### src/rtl/keypad_debounce.sv
// Keypad scan debouncer: per-window press classification, debounce FSM, event latch.
// Define KEYPAD_AUTOREPEAT_EN to add auto-repeat events while a key is held.
module keypad_debounce #(
    parameter int WIN_LEN      = 4,
    parameter int DB_WINDOWS   = 3,
    parameter int REPEAT_DELAY = 32,
    parameter int REPEAT_RATE  = 8
) (
    input  logic       clk,
    input  logic       rst,
    input  logic       press,
    input  logic [3:0] data,
    input  logic       key_ack,
    output logic [3:0] key_code,
    output logic       key_valid,
    output logic       key_int,
    output logic       overrun
);

    typedef enum logic [1:0] {
        IDLE,
        PRESS_DB,
        HELD,
        RELEASE_DB
    } state_t;

    localparam logic [7:0] WLAST = 8'(WIN_LEN - 1);
    localparam logic [3:0] DBN   = 4'(DB_WINDOWS);

    state_t     state, state_n;
    logic [7:0] wcnt;
    logic       last;
    logic       samp_v, conf;
    logic [3:0] samp;
    logic       win_v, win_conf, win_key;
    logic [3:0] win_code;
    logic [3:0] cnt, cnt_n, cnt_inc;
    logic [3:0] cand, cand_n;
    logic       ev_db, ev;

    assign last    = (wcnt == WLAST);
    assign cnt_inc = cnt + 4'd1;

    // Window view including this cycle's strobe, so the final cycle counts too.
    always_comb begin
        win_v    = samp_v;
        win_code = samp;
        win_conf = conf;
        if (press) begin
            if (!samp_v) begin
                win_v    = 1'b1;
                win_code = data;
            end else if (data != samp) begin
                win_conf = 1'b1;
            end
        end
        win_key = win_v && !win_conf;
    end

    always_ff @(posedge clk) begin
        if (rst || last) begin
            wcnt   <= '0;
            samp_v <= 1'b0;
            samp   <= '0;
            conf   <= 1'b0;
        end else begin
            wcnt   <= wcnt + 8'd1;
            samp_v <= win_v;
            samp   <= win_code;
            conf   <= win_conf;
        end
    end

    always_comb begin
        state_n = state;
        cnt_n   = cnt;
        cand_n  = cand;
        ev_db   = 1'b0;
        if (last) begin
            unique case (state)
                IDLE: begin
                    if (win_key) begin
                        state_n = PRESS_DB;
                        cand_n  = win_code;
                        cnt_n   = 4'd1;
                    end
                end
                PRESS_DB: begin
                    if (!win_key) begin
                        state_n = IDLE;
                    end else if (win_code == cand) begin
                        cnt_n = cnt_inc;
                        if (cnt_inc == DBN) begin
                            state_n = HELD;
                            ev_db   = 1'b1;
                        end
                    end else begin
                        cand_n = win_code;
                        cnt_n  = 4'd1;
                    end
                end
                HELD: begin
                    if (!win_key) begin
                        state_n = RELEASE_DB;
                        cnt_n   = 4'd1;
                    end
                end
                RELEASE_DB: begin
                    if (win_key) begin
                        state_n = HELD;
                    end else begin
                        cnt_n = cnt_inc;
                        if (cnt_inc == DBN) state_n = IDLE;
                    end
                end
                default: state_n = IDLE;
            endcase
        end
    end

    always_ff @(posedge clk) begin
        if (rst) begin
            state <= IDLE;
            cnt   <= '0;
            cand  <= '0;
        end else begin
            state <= state_n;
            cnt   <= cnt_n;
            cand  <= cand_n;
        end
    end

`ifdef KEYPAD_AUTOREPEAT_EN
    localparam logic [7:0] RD = 8'(REPEAT_DELAY);
    localparam logic [7:0] RR = 8'(REPEAT_RATE);

    logic [7:0] rcnt, rcnt_inc;
    logic       rptd, held_key, ev_rep;

    assign rcnt_inc = rcnt + 8'd1;
    assign held_key = last && (state == HELD) && win_key;
    assign ev_rep   = held_key && (rcnt_inc == (rptd ? RR : RD));
    assign ev       = ev_db | ev_rep;

    always_ff @(posedge clk) begin
        if (rst || ev_db) begin
            rcnt <= '0;
            rptd <= 1'b0;
        end else if (ev_rep) begin
            rcnt <= '0;
            rptd <= 1'b1;
        end else if (held_key) begin
            rcnt <= rcnt_inc;
        end
    end
`else
    assign ev = ev_db;
`endif

    // An ack in the same cycle frees the slot, so the new event still loads.
    always_ff @(posedge clk) begin
        if (rst) begin
            key_code  <= '0;
            key_valid <= 1'b0;
            key_int   <= 1'b0;
            overrun   <= 1'b0;
        end else begin
            key_int <= 1'b0;
            if (ev) begin
                if (!key_valid || key_ack) begin
                    key_code  <= cand;
                    key_valid <= 1'b1;
                    key_int   <= 1'b1;
                    overrun   <= 1'b0;
                end else begin
                    overrun <= 1'b1;
                end
            end else if (key_ack) begin
                key_valid <= 1'b0;
                overrun   <= 1'b0;
            end
        end
    end

endmodule

### config.mk
export PLATFORM = sky130hd
export DESIGN_NAME = keypad_debounce
export DESIGN_NICKNAME = d
export VERILOG_FILES = /design/src/rtl/keypad_debounce.sv
export SDC_FILE = /design/constraint.sdc
export NUM_CORES = 1
export LEC_CHECK = 0
export CORE_ASPECT_RATIO = 0.8
export CORE_UTILIZATION = 40
export CTS_BUF_LIST = sky130_fd_sc_hd__clkbuf_16
export DETAILED_ROUTE_END_ITERATION = 8
export HOLD_SLACK_MARGIN = 0.02
export PLACE_DENSITY = 0.57
export SLEW_MARGIN = 30
export SYNTH_ARGS = -nofsm -noshare
export SYNTH_HDL_FRONTEND = slang
export SYNTH_SLANG_ARGS = --single-unit
### constraint.sdc
create_clock -name clk -period 4.5 [get_ports clk]
set_input_delay 1.35 -clock clk [delete_from_list [all_inputs] [get_ports clk]]
set_output_delay 1.35 -clock clk [all_outputs]
set_load 0.005 [all_outputs]
; ---- Yosys cells after proc, flatten, opt, wreduce, memory -nomap -nowiden
; Index checks and enable logic that the tools add are counted.
[classes]
muxes = 35
reduce_logical = 14
n_addsub = 2
n_eq_ne = 16
bitwise = 1
[op_table]
columns = op, count
row1 = 4-bit two-way mux, 10
row2 = 4-bit one-hot mux with 4 select lines, 1
row3 = 1-bit two-way mux, 15
row4 = 2-bit two-way mux, 7
row5 = 2-bit inequality test (second input constant), 5
row6 = 5-bit AND reduction, 2
row7 = 3-bit inequality test (second input constant), 3
row8 = 8-bit by 1-bit adder with 8-bit output (second input constant), 1
row9 = 8-bit by 2-bit == test with 1-bit output (second input constant), 1
row10 = 2-bit one-hot mux with 4 select lines, 1
row11 = 4-bit one-hot mux with 2 select lines, 1
row12 = 6-bit AND reduction, 1
row13 = 4-bit by 1-bit adder with 4-bit output (second input constant), 1
row14 = 2-bit == test (second input constant), 2
row15 = 4-bit by 2-bit == test with 1-bit output (second input constant), 1
row16 = 4-bit == test, 1
row17 = 4-bit inequality test, 1
row18 = 2-bit AND reduction, 2
row19 = 2-bit nonzero test, 2
row20 = 2-bit by 1-bit == test with 1-bit output (second input constant), 1
row21 = 1-bit zero test, 2
row22 = 2-bit zero test, 1
row23 = 1-bit logical OR, 2
row24 = 2-bit by 1-bit inequality test with 1-bit output (second input constant), 1
row25 = 3 further kinds, 3
[totals]
input_bits = 8
output_inout_bits = 7
reg_bits = 31
wordCells = 79

; ---- Depth between registers and ports, before layout
[depth]
ltp_word = 11
depth_mapped = 8
ltp_nobuf = 7

; ---- Least setup slack after synthesis
; No wires, ideal clock.
[synth_timing]
path_kind = input to register
start = in data[2]
end = reg cand[1]
required_ns = 4.372
path_stages = 6
path_buffers = 0
setup_ns = 0.128
arrival_ns = 2.853
setup_slack_ns = 1.520
cell_sequence = xnor2_1 a41oi_2 or4_4 a311oi_4 mux2i_1 nor2_1
[synth_via]
elab_chain_cells = 8
elab_cells_between_ends = 13
classes_between = 5 x eq/ne / 5 x mux / 3 x reduce/logical
[synth_lines]
columns = item, line
row1 = start: declaration, 12  ; input logic [3:0] data,
row2 = 4-bit inequality test, 53  ; end else if (data != samp) begin
row3 = 1-bit two-way mux, 53
row4 = 1-bit two-way mux, 50  ; if (!samp_v) begin
row5 = 1-bit two-way mux, 49  ; if (press) begin
row6 = 1-bit zero test, 57  ; win_key = win_v && !win_conf;
row7 = 1-bit logical AND, 57
row8 = 2-bit inequality test (no source line), n/a
row9 = 5-bit AND reduction (no source line) *, n/a
row10 = end signal: assignment, 129  ; cand <= cand_n;
row11 = end: declaration, 38  ; logic [3:0] cand, cand_n;
; Mark *: on every way between the ends. The rest lies on a longest branch, timed or not.
; A chain may end at the register's enable or synchronous reset.

; ---- Final worst setup path
[layout_timing]
start = in press
end = reg cnt[3]
[layout_via]
elab_chain_cells = 5
elab_cells_between_ends = 14
classes_between = 5 x eq/ne / 6 x mux / 3 x reduce/logical
[layout_lines]
columns = item, line
row1 = start: declaration, 11  ; input logic press,
row2 = 4-bit two-way mux / 1-bit two-way mux (equally long branches), 49
row3 = 4-bit == test / 1-bit zero test (equally long branches), "91, 57"
row4 = 4-bit two-way mux / 1-bit logical AND (equally long branches), "91, 57"
row5 = 4-bit two-way mux / 2-bit inequality test (equally long branches), n/a
row6 = 4-bit one-hot mux with 4 select lines / 5-bit AND reduction (equally long branches), n/a
row7 = end signal: assignment, 128  ; cnt <= cnt_n;
row8 = end: declaration, 37  ; logic [3:0] cnt, cnt_n, cnt_inc;
; Several ways; a longest one is shown, not always the timed one. The select of a mux whose other input is x is not followed.

==> metrics <==
Synth Register Bits 31; RSZ-0062 raised after global routing false; hold path cells 2; Synth top area share 38.6%; Hold Crit Endpoint key_code[0]$_SDFFE_PP0P_; worst-path fanout max 10; setup_tns 0 ns; DRC viols 0; Worst Min Path Start key_code[0]$_SDFFE_PP0P_; CP cell instances clkdlybuf4s50_1 -> nand2b_1 -> mux2i_1 -> nand3_1 -> a221o_1 -> o21ai_0; First DRT Iteration DRCs 73; post-route ant nets 0; 1st-pass router iterations 4; EDFF count, synth 0; Area growth syn-to-layout 23.0%; end of the worst register-to-register path cnt[3]$_SDFFE_PP0P_; post-synthesis compound-gate area fraction 15.3%; Tot GR Track Use 18.0%; CP arrival 3.60 ns; Routed WL 3490 um; Setup Skew 0.00324 ns; # diodes 0; Mapped Cells 185; Pwr Total 0.753 mW; Syn Area/Cell 8.68 um^2; max-slew violation count 0; I/O pin cnt 15; count leader, synth dfxtp_1; WL/cell 13.5 um; core area 3830 um^2; post-CTS sizing 0; Worst EP required 4.70 ns; Worst Setup Start Kind input pin; first-pass GRT wire length 5810 um; via count 1376; clock sink count 31; # nets final 213; Post-Syn Nets 196; Post-Synth XOR/XNOR Area 5.45%; Post-Synth Adder-Cell Area 2.34%; critical path endpoint category flip-flop; share of layout cells above drive strength 1 9.36%; Worst R2R Setup Slack 2.22 ns; vias in the first global route 1250; detailed placement HPWL 2560 um; YS warnings 0; Max-slew headroom 49.4%; min cycle time layout 3.40 ns; Die Span Y 58.7 um; CTS Buf Count 5; final hold violations 0; # rows 20; worst skew pair latency 0.27 ns; reg2reg path depth 5; top cell type by total area after synthesis dfxtp_1; die area 4280 um^2; Die X 72.9 um; Synth cell types 39; endpoints failing setup 0; slowest stage cell, crit path mux2i_1; PwrDens 381 nW/um^2; worst slew pin tran 0.756 ns; ys flop type dfxtp_1; post-synthesis cell area 1610 um^2; Hold-fix buffers, CTS 0; Simple-Gate Fraction of Synth Area 30.1%; worst reg2reg startpoint samp_v$_SDFF_PP0_; Final Wtd Congestion 0.918; fmax 294 MHz; H-Tree Level Count 2; Max Cap Viol 0; Hold/Removal Path Class flip-flop to flip-flop; Via density 5.33; worst vdd ir 0.000203 V; Final period util 75.5%; TritonCTS clock tree done; Post-synth ARST share 0%; largest net degree at the start of global routing 22; Clock transition at path regs 0.05 ns; post-synthesis mux area share 5.14%; Leakage Power 0.693 nW; grt ovf 0; clock buffer depth 2; critical path's largest stage delay 0.57 ns; Starting Density 42.0%; initial antenna violation count 0; WS Path Type input pin to flip-flop; status finished, final reports clean; synth cell count leaders 31 x dfxtp_1, 23 x nor2_1, 10 x a21oi_1, 10 x nand2b_1, 10 x nand3_1; Port Buf Inserts 14; largest family of logic cells by synthesized area simple AND/OR/NAND/NOR gates; root buffer cell clkbuf_16; main area contributors after synthesis dfxtp_1 39%, nor2_1 5.4%, nand2b_1 3.9%, mux2i_1 3.7%, a21oi_1 3.1%; Setup Fix Bufs, Post-CTS 0; register area share after synthesis 38.6%
-- report_power, final --
| group | leakage, nW | internal, mW | switching, mW | total, mW |
|---|---|---|---|---|
| combinational | 0.358 | 0.0326 | 0.0475 | 0.0801 |
| clock | 0.0838 | 0.260 | 0.117 | 0.377 |
| sequential | 0.251 | 0.284 | 0.0119 | 0.296 |
| total | 0.693 | 0.577 | 0.177 | 0.753 |
-- area by class of cell --
type | instances | area (um^2)
tap | 55 | 68.8
fill | 369 | 1850
clock buffer | 5 | 125
timing repair buffer | 16 | 155
sequential | 31 | 621
inverter | 7 | 26.3
clock inverter | 3 | 43.8
multi-input combinational | 141 | 936
-- state kept, by name (all words and copies together) (netlist names), named ones only --
register   cells
wcnt           8
cand           4
cnt            4
key_code       4
samp           4
conf           1
key_int        1
key_valid      1
overrun        1
samp_v         1
state          1
-- worst max-delay path by stage --
| stage | from | to | depth (start not counted) |
|---|---|---|---|
| 5_1_grt | press | overrun$_SDFFE_PP0P_ | 7 |
| 4_1_cts | data[0] | cand[1]$_SDFFE_PP0P_ | 7 |
| 2_1_floorplan | data[2] | cand[1]$_SDFFE_PP0P_ | 6 |
| 6_report | press | cnt[3]$_SDFFE_PP0P_ | 6 |
| 3_5_place_dp | data[0] | cand[1]$_SDFFE_PP0P_ | 7 |
| 3_3_place_gp | data[2] | cand[3]$_SDFFE_PP0P_ | 7 |
-- per-layer routing --
metal / global-route usage, % / vias up / share of wire, %
met5: 0 / - / 0
met4: 5.88 / 0 / 1.3
met3: 4.62 / 7 / 3.0
met2: 27.5 / 19 / 43
met1: 24.8 / 644 / 52
li1: - / 706 / -
-- layout by cell type (no fill, tap or decap), types with 3 or more instances in the layout --
cell type,n
ha_1,3
xor2_1,5
nand2b_1,10
o21ai_0,3
clkbuf_16,5
nand3_1,10
clkdlybuf4s50_1,14
inv_1,7
nor2b_1,3
a21oi_1,10
a211oi_1,3
nand4_1,5
xnor2_1,5
nand2_1,9
and2_1,3
or2b_1,3
nor4_1,3
nor2_1,23
o31ai_1,5
mux2i_1,6
and3_1,4
nor3_1,4
a31oi_1,4
dfxtp_1,31
-- stage by stage --
step	instance area, um^2	hold slack [ns]	util (%)	instances	setup slack [ns]
final	1980	0.466	51.6	258	1.10
after global placement	1810	0.446	47.2	250	0.865
after detailed placement	1810	0.464	47.2	250	0.838
after global routing	1980	0.490	51.6	258	0.928
after floorplan	1610	0.437	-	185	1.52
after CTS	1980	0.471	51.6	258	1.12
-- kinds of logic after synthesis --
family,Yosys count
simple gates,87
buf+inv,13
fa+ha+maj,3
compound gates,33
mux,8
xor+xnor,10
flops,31
-- critical path: cells and delay by family --
family                 cells  cell delay [ns]
AND/OR/NAND/NOR            2             0.68
buffers and inverters      1             0.51
multiplexers               1             0.57
AO/OA/AOI/OAI              2             0.49
Power figures use the tool's default switching activity.
